[src/rtl/keypad_pkg.sv]
// Shared types, key map and index helpers for the 4x4 keypad scanner.
package keypad_pkg;

  typedef enum logic [1:0] {
    SCAN,
    LOCK,
    PRESSED
  } scan_state_t;

  // KEY_MAP[row][col]
  localparam logic [3:0][3:0][3:0] KEY_MAP = {
    {4'hD, 4'hF, 4'h0, 4'hE},
    {4'hC, 4'h9, 4'h8, 4'h7},
    {4'hB, 4'h6, 4'h5, 4'h4},
    {4'hA, 4'h3, 4'h2, 4'h1}
  };

  function automatic logic [1:0] onehot_to_idx(
    input logic [3:0] oh
  );
    logic [1:0] idx;
    idx = 2'd0;
    unique case (1'b1)
      oh[1]:   idx = 2'd1;
      oh[2]:   idx = 2'd2;
      oh[3]:   idx = 2'd3;
      default: idx = 2'd0;
    endcase
    return idx;
  endfunction

  function automatic logic [1:0] lowest_idx(
    input logic [3:0] v
  );
    logic [1:0] idx;
    idx = 2'd0;
    for (int i = 3; i >= 0; i--) begin
      if (v[i]) idx = 2'(i);
    end
    return idx;
  endfunction

endpackage

[src/rtl/keypad_scanner.sv]
// Column scanner: locks onto a pressed key and emits one hex code
// per debounced press, no repeat while held.
module keypad_scanner
  import keypad_pkg::*;
#(
  parameter int SETTLE_CYCLES  = 4,
  parameter int LOCK_TIMEOUT   = 255,
  parameter int RELEASE_CYCLES = 64
) (
  input  logic       clk,
  input  logic       nrst,
  input  logic [3:0] row_sync,
  input  logic [3:0] row_press,
  output logic [3:0] col,
  output logic [3:0] key_code,
  output logic       key_valid,
  output logic       key_held
);

  localparam int CMAX =
    (SETTLE_CYCLES > LOCK_TIMEOUT) ? SETTLE_CYCLES : LOCK_TIMEOUT;
  localparam int CW = $clog2(CMAX + 1);
  localparam int RW = $clog2(RELEASE_CYCLES + 1);

  scan_state_t state, state_d;
  logic [CW-1:0] cnt, cnt_d;
  logic [RW-1:0] rel_cnt, rel_d;
  logic [1:0]    lrow, lrow_d;
  logic [3:0]    col_d, code_d, rot;
  logic          valid_d, held_d;

  assign rot = {col[2:0], col[3]};

  always_comb begin
    state_d = state;
    cnt_d   = cnt;
    rel_d   = rel_cnt;
    lrow_d  = lrow;
    col_d   = col;
    code_d  = key_code;
    valid_d = 1'b0;
    held_d  = key_held;
    unique case (state)
      SCAN: begin
        if (cnt >= CW'(SETTLE_CYCLES - 1)) begin
          cnt_d = '0;
          if (|row_sync) begin
            state_d = LOCK;
            lrow_d  = lowest_idx(row_sync);
          end else begin
            col_d = rot;
          end
        end else begin
          cnt_d = cnt + CW'(1);
        end
      end
      LOCK: begin
        // a qualified press beats a same-cycle bounce on the raw row
        if (row_press[lrow]) begin
          state_d = PRESSED;
          valid_d = 1'b1;
          held_d  = 1'b1;
          code_d  = KEY_MAP[lrow][onehot_to_idx(col)];
          rel_d   = '0;
          cnt_d   = '0;
        end else if (!row_sync[lrow] ||
                     cnt >= CW'(LOCK_TIMEOUT - 1)) begin
          state_d = SCAN;
          col_d   = rot;
          cnt_d   = '0;
        end else begin
          cnt_d = cnt + CW'(1);
        end
      end
      PRESSED: begin
        if (|row_sync) begin
          rel_d = '0;
        end else if (rel_cnt >= RW'(RELEASE_CYCLES - 1)) begin
          state_d = SCAN;
          held_d  = 1'b0;
          col_d   = rot;
          rel_d   = '0;
          cnt_d   = '0;
        end else begin
          rel_d = rel_cnt + RW'(1);
        end
      end
      default: state_d = SCAN;
    endcase
  end

  always_ff @(posedge clk or negedge nrst) begin
    if (!nrst) begin
      state     <= SCAN;
      cnt       <= '0;
      rel_cnt   <= '0;
      lrow      <= 2'd0;
      col       <= 4'b0001;
      key_code  <= 4'h0;
      key_valid <= 1'b0;
      key_held  <= 1'b0;
    end else begin
      state     <= state_d;
      cnt       <= cnt_d;
      rel_cnt   <= rel_d;
      lrow      <= lrow_d;
      col       <= col_d;
      key_code  <= code_d;
      key_valid <= valid_d;
      key_held  <= held_d;
    end
  end

endmodule
[config.mk]
export PLATFORM = sky130hd
export DESIGN_NAME = keypad_scanner
export DESIGN_NICKNAME = d
export VERILOG_FILES = /design/src/rtl/keypad_pkg.sv /design/src/rtl/keypad_scanner.sv
export SDC_FILE = /design/constraint.sdc
export NUM_CORES = 1
export LEC_CHECK = 0
export BUFFER_PORTS_ARGS = -buffer_cell sky130_fd_sc_hd__buf_2
export CAP_MARGIN = 10
export CORE_MARGIN = 2
export CORE_UTILIZATION = 37
export DETAILED_ROUTE_END_ITERATION = 12
export RECOVER_POWER = 50
export SKIP_CTS_REPAIR_TIMING = 1
export SLEW_MARGIN = 20
export SYNTH_ARGS = -nofsm -noshare
export SYNTH_HDL_FRONTEND = slang
export SYNTH_SLANG_ARGS = --single-unit
[constraint.sdc]
create_clock -name clk -period 4.8 [get_ports clk]
set_input_delay 0.72 -clock clk [delete_from_list [all_inputs] [get_ports clk]]
set_output_delay 0.72 -clock clk [all_outputs]
set_load 0.01 [all_outputs]
# Word-level counts from Yosys, hierarchy flattened
# Index checks and enable logic that the tools add are counted.
dict set report classes {
  n_addsub 2
  eq_ne 11
  order_cmp 5
  n_mux 45
  reduce_logical 13
}
# cell n
set op_table {}
lappend op_table {{8-bit two-way mux} 5}
lappend op_table {{16-bit binary-select mux with 2-bit select} 1}
lappend op_table {{4-bit two-way mux} 7}
lappend op_table {{2-bit two-way mux} 12}
lappend op_table {{8-bit case mux with 3 select lines} 1}
lappend op_table {{7-bit two-way mux} 3}
lappend op_table {{16-bit two-way mux} 1}
lappend op_table {{2-bit != test, second input constant} 8}
lappend op_table {{7-bit case mux with 2 select lines} 1}
lappend op_table {{2-bit case mux with 3 select lines} 2}
lappend op_table {{4-bit case mux with 3 select lines} 1}
lappend op_table {{8-bit by 1-bit adder with 8-bit output, second input constant} 1}
lappend op_table {{4-bit binary-select mux with 2-bit select} 1}
lappend op_table {{8-bit by 2-bit greater-or-equal comparator with 1-bit output, second input constant} 1}
lappend op_table {{8-bit greater-or-equal comparator, second input constant} 1}
lappend op_table {{7-bit by 1-bit adder with 7-bit output, second input constant} 1}
lappend op_table {{7-bit by 6-bit greater-or-equal comparator with 1-bit output, second input constant} 1}
lappend op_table {{1-bit two-way mux} 7}
lappend op_table {{7-bit AND reduction} 1}
lappend op_table {{2-bit by 3-bit < comparator with 1-bit output, second input constant} 2}
lappend op_table {{3-bit AND reduction} 2}
lappend op_table {{5-bit AND reduction} 1}
lappend op_table {{1-bit binary-select mux with 2-bit select} 2}
lappend op_table {{2-bit AND reduction} 2}
lappend op_table {{other kinds (11)} 11}
dict set report word_totals {
  reg_bits 29
  out_inout_bits 10
}

# Longest topological paths before layout
# Gate-level depths: netlist of run 1.
dict set report logic_depth {
  ltp_word 7
  ltp_mapped 7
  ltp_nobuf 7
}

# Least setup slack after synthesis of run 1
# Ideal clock, no wire load.
dict set report synth_path {
  path_kind {input to register}
  from {input port row_sync[0]}
  to {register col[1]}
  required_ps 4672
  setup_slack_ps 2437
  setup_time_ps 128
  t_arrival_ps 2236
  stages 5
  path_cell_list {or4_4 > o31a_1 > nor2_4 > nand4_2 > mux2_1}
}
dict set report synth_between {
  elab_chain_cells 6
  elab_cells_between_ends 9
}
# element line
set synth_rtl {}
lappend synth_rtl {{from (decl)} keypad_scanner.sv:12} ;# input logic [3:0] row_sync,
lappend synth_rtl {{1-bit binary-select mux with 2-bit select} keypad_scanner.sv:66} ;# end else if (!row_sync[lrow] ||
lappend synth_rtl {{1-bit two-way mux (implied by the code)} keypad_scanner.sv:66}
lappend synth_rtl {{1-bit logical NOT} keypad_scanner.sv:66}
lappend synth_rtl {{1-bit logical OR} keypad_scanner.sv:66}
lappend synth_rtl {{2-bit != test (no source line)} --}
lappend synth_rtl {{7-bit AND reduction (no source line) *} --}
lappend synth_rtl {{to (signal assigned)} keypad_scanner.sv:107} ;# col <= col_d;
lappend synth_rtl {{to (decl)} keypad_scanner.sv:14} ;# output logic [3:0] col,
# Mark *: on every way between the ends. The rest lies on a longest branch, timed or not. The select of a mux whose other input is x is not followed.
# A chain may end at the register's enable or synchronous reset.

# Final worst setup path of run 1
dict set report layout_path {
  from {register lrow[0]}
  to {register rel_cnt[4]}
}
dict set report layout_between {
  elab_chain_cells 4
}
# element line
set layout_rtl {}
lappend layout_rtl {{from (decl)} keypad_scanner.sv:28} ;# logic [1:0] lrow, lrow_d;
lappend layout_rtl {{from (signal assigned)} keypad_scanner.sv:106} ;# lrow <= lrow_d;
lappend layout_rtl {{1-bit binary-select mux with 2-bit select} keypad_scanner.sv:59} ;# if (row_press[lrow]) begin
lappend layout_rtl {{1-bit two-way mux (implied by the code)} keypad_scanner.sv:59}
lappend layout_rtl {{2-bit != test (no source line)} --}
lappend layout_rtl {{2-bit AND reduction (no source line)} --}
lappend layout_rtl {{to (signal assigned)} keypad_scanner.sv:105} ;# rel_cnt <= rel_d;
lappend layout_rtl {{to (decl)} keypad_scanner.sv:27} ;# logic [RW-1:0] rel_cnt, rel_d;
# Every way passes these cells. The select of a mux whose other input is x is not followed.

==> results of run 1 <==
==> where the power goes <==
| part | internal (mW) | leakage [nW] | switching [mW] | total, mW |
|---|---|---|---|---|
| Combinational | 0.136 | 0.404 | 0.187 | 0.324 |
| Clock | 0.169 | 0.0585 | 0.0956 | 0.265 |
| Sequential | 0.284 | 0.382 | 0.0438 | 0.328 |
| Total | 0.590 | 0.845 | 0.327 | 0.916 |
==> sequential cells by signal (all words and copies together), names as in the netlist <==
name       flops
key_valid      1
lrow           2
state          2
key_code       4
col            4
rel_cnt        7
cnt            8
key_held       1
==> per-stage QoR <==
step	hold slack, ns	util
after floorplan	0.424	-
final	0.478	0.441
after global routing	0.511	0.441
after detailed placement	0.466	0.417
after CTS	0.481	0.443
after global placement	0.459	0.417
==> worst min-delay path: stages (launching register included) <==
cell and delay [ns]:
dfrtp_1 0.34, nand2_1 0.05, o31ai_1 0.05
==> metal layers <==
metal | track usage | wire length, um
met5 | 0 | 0
met4 | 0.0608 | 70
met3 | 0.0464 | 208
met2 | 0.227 | 1600
met1 | 0.203 | 1680
==> kinds of logic after synthesis <==
group	after synthesis	synth area share
flops	29	0.431
simple gates	63	0.197
buf+inv	10	0.0267
mux	10	0.0787
fa+ha+maj	7	0.0520
compound gates	55	0.215
==> layout by cell type (no fill, tap or decap), types with 2 or more instances in the layout <==
master    netlist  layout
mux2_1          4       4
nand3_1         5       5
or4_1           2       2
nand2_1        17      17
o211ai_1        2       2
nor2b_1         3       3
a22o_1          5       5
nand2b_1        3       3
o31ai_1         3       3
or3_1           3       3
mux2_2          2       2
mux4_2          2       2
nand4_1         2       2
o21ai_0        23      23
mux2i_1         2       2
and3_1          2       2
clkbuf_8        0       6
dfrtp_1        28      28
nor3_1          5       5
ha_1            7       7
buf_2           0      13
inv_1           7       7
clkbuf_1        2       7
nor2_1         13      13
a21oi_1         9       9
==> final cells by class <==
cell class	count	share of cell area
clock inverter	1	0.0155
inverter	7	0.0136
timing repair buffer	19	0.0452
clock buffer	7	0.0446
tap	52	0.0336
sequential	29	0.376
multi-input combinational	135	0.472
==> path summary, 6_finish.rpt <==
path	startpoint	to	slack (ns)	cells past startpoint
worst max-delay path	lrow[0]	rel_cnt[4]	2.47	5
worst max register to register	lrow[0]	rel_cnt[4]	2.47	5
max in group asynchronous	nrst	state[0]	3.04	1
min in group asynchronous	nrst	rel_cnt[2]	0.83	1
worst min register to register	key_code[2]	key_code[2]	0.48	2
worst min-delay path	key_code[2]	key_code[2]	0.48	2
==> impl_metrics.py, run 1 <==
metrics = {
    "worst_setup_path": {
        "slowest_delay_ns": 0.71,
        "crit_path_start_kind": "flip-flop",
        "end_kind": "flip-flop",
        "path_cells": "mux4_2 -> mux2i_1 -> nor3_1 -> a21oi_1 -> o21ai_0",
        "slowest_stage": "mux2i_1",
        "required_ns": 4.96,
        "setup.worst_path.class": "flip-flop to flip-flop",
        "critical_path.top_delay_family": "multiplexers",
        "cp_max_fo": 13,
        "arrival_ns": 2.49,
        "cp_num_buf_inv": 0,
    },
    "timing": {
        "rsz0062_at_grt": "no",
        "max_freq_mhz": 429,
        "fin_ws_ns": 2.47,
        "finClkSkew_ns": 0.00867,
        "tightest_slew_ns": 1.60,
        "relSlewSlack": -0.0635,
        "fin_crit_ns": 2.33,
        "fin_crit_sh": 0.486,
        "finalSetupViolCount": 0,
        "hold_viol_final": 0,
        "drv_slew": 30,
        "setup_tns_ns": 0,
    },
    "global_routing": {
        "grt_pass1_wl_um": 5980,
        "grt_max_degree": 30,
        "grtUsageTotal": 0.151,
        "gr-total-overflow": 0,
        "antenna_found_initial": 0,
        "grt_pass1_vias": 1264,
    },
    "place": {
        "place_ws_ns": 2.18,
        "portBuffers": 19,
        "gp_congestion": 0.800,
        "dpl.hpwl_um": 2530,
        "dp.cells": 242,
        "dpl-instance-area_sq_um": 1830,
    },
    "synthesis": {
        "syn-mean-instance-area_sq_um": 9.69,
        "async_flop_share": 1.00,
        "synthFlopType": "dfrtp_1",
        "yosys.area.top_type": "dfrtp_1",
        "synth_cell_types": 46,
        "synth_area_sq_um": 1690,
        "ys_ff_latch": 29,
        "seq_area_frac_synth": 0.431,
        "synth_cells": 174,
        "synth_edf_count": 0,
        "synth.net_count": 191,
        "ys_warn_count": 0,
        "synth_area_leaders": "dfrtp_1 42%, o21ai_0 6.8%, ha_1 5.2%",
        "synth.most_common_cell": "dfrtp_1",
        "synth_top_area_frac": 0.416,
        "ys_top_cells_by_count": "28 x dfrtp_1, 23 x o21ai_0, 17 x nand2_1",
    },
    "run_status": {
        "violations": "max-capacitance violations, max-slew violations",
        "outcome": "finished, violations left",
    },
    "die": {
        "io_pins": 20,
        "start_util": 0.384,
        "core_area_sq_um": 4380,
        "die_area_sq_um": 5110,
        "rows": 24,
        "dieHeight_um": 71.5,
        "die_x_um": 71.5,
    },
    "drt": {
        "wire_per_inst_um": 14.2,
        "ant_nets": 0,
        "drt-total-wl_um": 3560,
        "drc_errors": 0,
        "drt_iter0_drc": 89,
        "vias": 1410,
        "first_pass_iters": 4,
        "vias_per_cell": 5.64,
    },
    "clock_network": {
        "htreeDepth": 2,
        "cts.clk_slew.worst_paths_ns": 0.07,
        "cts_tree": "yes",
        "cts_made_buffers": 5,
        "cts_buffer_depth": 2,
        "numClockSinks": 29,
        "cts-root-buf": "clkbuf_8",
        "clk_latency_ns": 0.28,
    },
    "finish": {
        "regArea_sq_um": 727,
        "drive_gt1_frac": 0.157,
        "diodes": 0,
        "fillers": 436,
        "finish.net_count": 214,
        "post-route-cell-area_sq_um": 1940,
        "multi_input_area_sq_um": 913,
        "final_cells": 250,
        "area_growth_pct": 14.8,
    },
    "pwr": {
        "report.power.total_mw": 0.916,
        "p_leak_nw": 0.845,
        "ir_worst_vdd_uv": 159,
        "powerDensity_nw_per_um2": 473,
    },
    "min_path": {
        "hp-class": "flip-flop to flip-flop",
    },
    "job": {
        "maxCapViolations": 1,
    },
}
No activity file was read; power rests on OpenSTA's default activity.
==> run 2: changes to the inputs <==
==> constraint.sdc (replaced) <==
create_clock -name clk -period 1.9 [get_ports clk]
set_input_delay 0.285 -clock clk [delete_from_list [all_inputs] [get_ports clk]]
set_output_delay 0.285 -clock clk [all_outputs]
set_load 0.01 [all_outputs]
==> run 2 against run 1 <==
  * Via count increased by 7.9%
  * Critical path type unchanged
  * Critical path depth unchanged
  * Clock skew decreased by 0.0019 ns
  * Sequential power increased by 140%
  * Sequential share of layout area decreased by 5.0 points
  * Final cell count increased by 13%
  * The run ends with max-capacitance violations, max-slew violations, negative setup slack left
  * First-iteration DRC count decreased by 24%
  * Maximum frequency increased by 18%
  * Worst hold slack got worse by 0.089 ns
  * Non-clock buffer count increased by 33
  * Die area unchanged
==> impl_metrics.py, run 2 (synthesis gave the netlist of run 1 again) <==
metrics = {
    "run_status": {
        "outcome": "finished, violations left",
        "violations": "max-capacitance violations, max-slew violations, negative setup slack",
    },
    "finish": {
        "area_growth_pct": 32.6,
        "largest_reg_flops": 8,
        "diodes": 0,
        "final_cells": 283,
        "drive_gt1_frac": 0.333,
        "fillers": 421,
        "top_register": "cnt",
        "final_cell_mix": "31 x buf_4, 27 x dfrtp_1, 22 x o21ai_0, 18 x buf_2, 17 x nand2_1",
        "reg.largest.list": "cnt (8), rel_cnt (7)",
        "final_common_cell": "buf_4",
        "finish.net_count": 247,
    },
    "clock_network": {
        "cts_buffer_depth": 2,
        "numClockSinks": 29,
        "cts_made_buffers": 5,
        "htreeDepth": 2,
        "clk_latency_ns": 0.28,
        "cts_tree": "yes",
        "cts.clk_slew.worst_paths_ns": 0.07,
        "cts-root-buf": "clkbuf_8",
    },
    "global_routing": {
        "met1_usage": 0.211,
        "grtUsageTotal": 0.161,
        "grtUsageMet2": 0.255,
        "grt.busiest_layer": "met2",
        "use_met3": 0.0422,
        "grt_pass1_vias": 1458,
        "grt_max_degree": 30,
        "grt_pass1_wl_um": 6430,
        "antenna_found_initial": 0,
        "gr-total-overflow": 0,
    },
    "die": {
        "core_area_sq_um": 4380,
        "start_util": 0.384,
        "die_area_sq_um": 5110,
        "rows": 24,
        "io_pins": 20,
        "die_x_um": 71.5,
        "dieHeight_um": 71.5,
    },
    "worst_setup_path": {
        "r2r_cells": 5,
        "cp_max_fo": 3,
        "rrSetupSlack_ns": -0.08,
        "setup.worst_path.class": "flip-flop to flip-flop",
        "end_kind": "flip-flop",
        "cp-startpoint": "cnt[0]",
        "regToRegEndpoint": "cnt[3]",
        "arrival_ns": 2.18,
        "required_ns": 2.10,
        "r2r_start": "cnt[0]",
        "crit_path_start_kind": "flip-flop",
    },
    "drt": {
        "first_pass_iters": 4,
        "drc_errors": 0,
        "vias": 1521,
        "drt-total-wl_um": 3770,
        "vias_per_cell": 5.37,
        "drt_iter0_drc": 68,
        "ant_nets": 0,
        "wire_per_inst_um": 13.3,
    },
    "timing": {
        "finClkSkew_ns": 0.00673,
        "max_freq_mhz": 505,
        "drv_slew": 30,
        "fin_crit_sh": 1.04,
        "rsz0062_at_grt": "yes",
        "relSlewSlack": -0.0533,
        "fin_crit_ns": 1.98,
        "fin_ws_ns": -0.0793,
        "tightest_slew_ns": 1.58,
        "hold_viol_final": 0,
        "finalSetupViolCount": 4,
    },
    "job": {
        "maxCapViolations": 1,
    },
    "min_path": {
        "hp-class": "input port to async pin",
    },
    "place": {
        "dpl.hpwl_um": 2780,
        "place_ws_ns": -0.121,
        "portBuffers": 19,
        "dp.cells": 273,
        "gp_congestion": 0.805,
    },
    "pwr": {
        "powerDensity_nw_per_um2": 1180,
        "p_leak_nw": 1.04,
        "ir_worst_vdd_uv": 590,
    },
}
run 2: metrics by stage:
stage	power, mW	util	instance area [sq um]	hold WS, ns	setup TNS (ns)
final	2.65	0.510	2230	0.388	-0.145
after global routing	2.85	0.510	2230	0.439	-0.877
after CTS	2.55	0.500	2190	0.0540	-0.335
after detailed placement	1.98	0.477	2090	0.354	-0.782
after global placement	1.98	0.477	2090	0.352	-0.612
after floorplan	1.53	-	1720	-0.0106	-0.0494
run 2: layout make-up:
class | instances | area (sq um) | area share
Timing Repair Buffer | 52 | 349 | 0.156
Clock inverter | 1 | 5.00 | 0.00224
Sequential cell | 29 | 728 | 0.326
Tap cell | 52 | 65.1 | 0.0291
Multi-Input combinational cell | 135 | 965 | 0.432
Clock buffer | 7 | 96.3 | 0.0431
Inverter | 7 | 26.3 | 0.0118
run 2: how the worst max path moves through the flow:
| stage | cells past startpoint | slack [ns] | endpoint |
|---|---|---|---|
| 5_1_grt | 5 | -0.15 | cnt[3] |
| 3_5_place_dp | 6 | -0.12 | col[1] |
| 3_3_place_gp | 6 | -0.1 | cnt[3] |
| 4_1_cts | 5 | -0.10 | cnt[3] |
| 6_report | 5 | -0.08 | cnt[3] |
| 2_1_floorplan | 5 | -0.05 | cnt[3] |
run 2: routing by layer:
metal / vias up / share of wire
li1: 763 / -
met1: 729 / 0.46
met2: 24 / 0.49
met5: - / 0
met3: 5 / 0.035
met4: 0 / 0.014
run 2: worst max-delay path: stages, from the launching register on:
cell	delay (ns)
dfrtp_1	0.38
ha_2	0.19
or4_4	0.43
o32a_4	0.33
or4_1	0.47
o21ai_1	0.09
run 2: report_power, final:
group	switching (mW)	internal, mW	total [mW]
Clock	0.235	0.327	0.562
Sequential	0.0734	0.721	0.794
Combinational	0.615	0.675	1.29
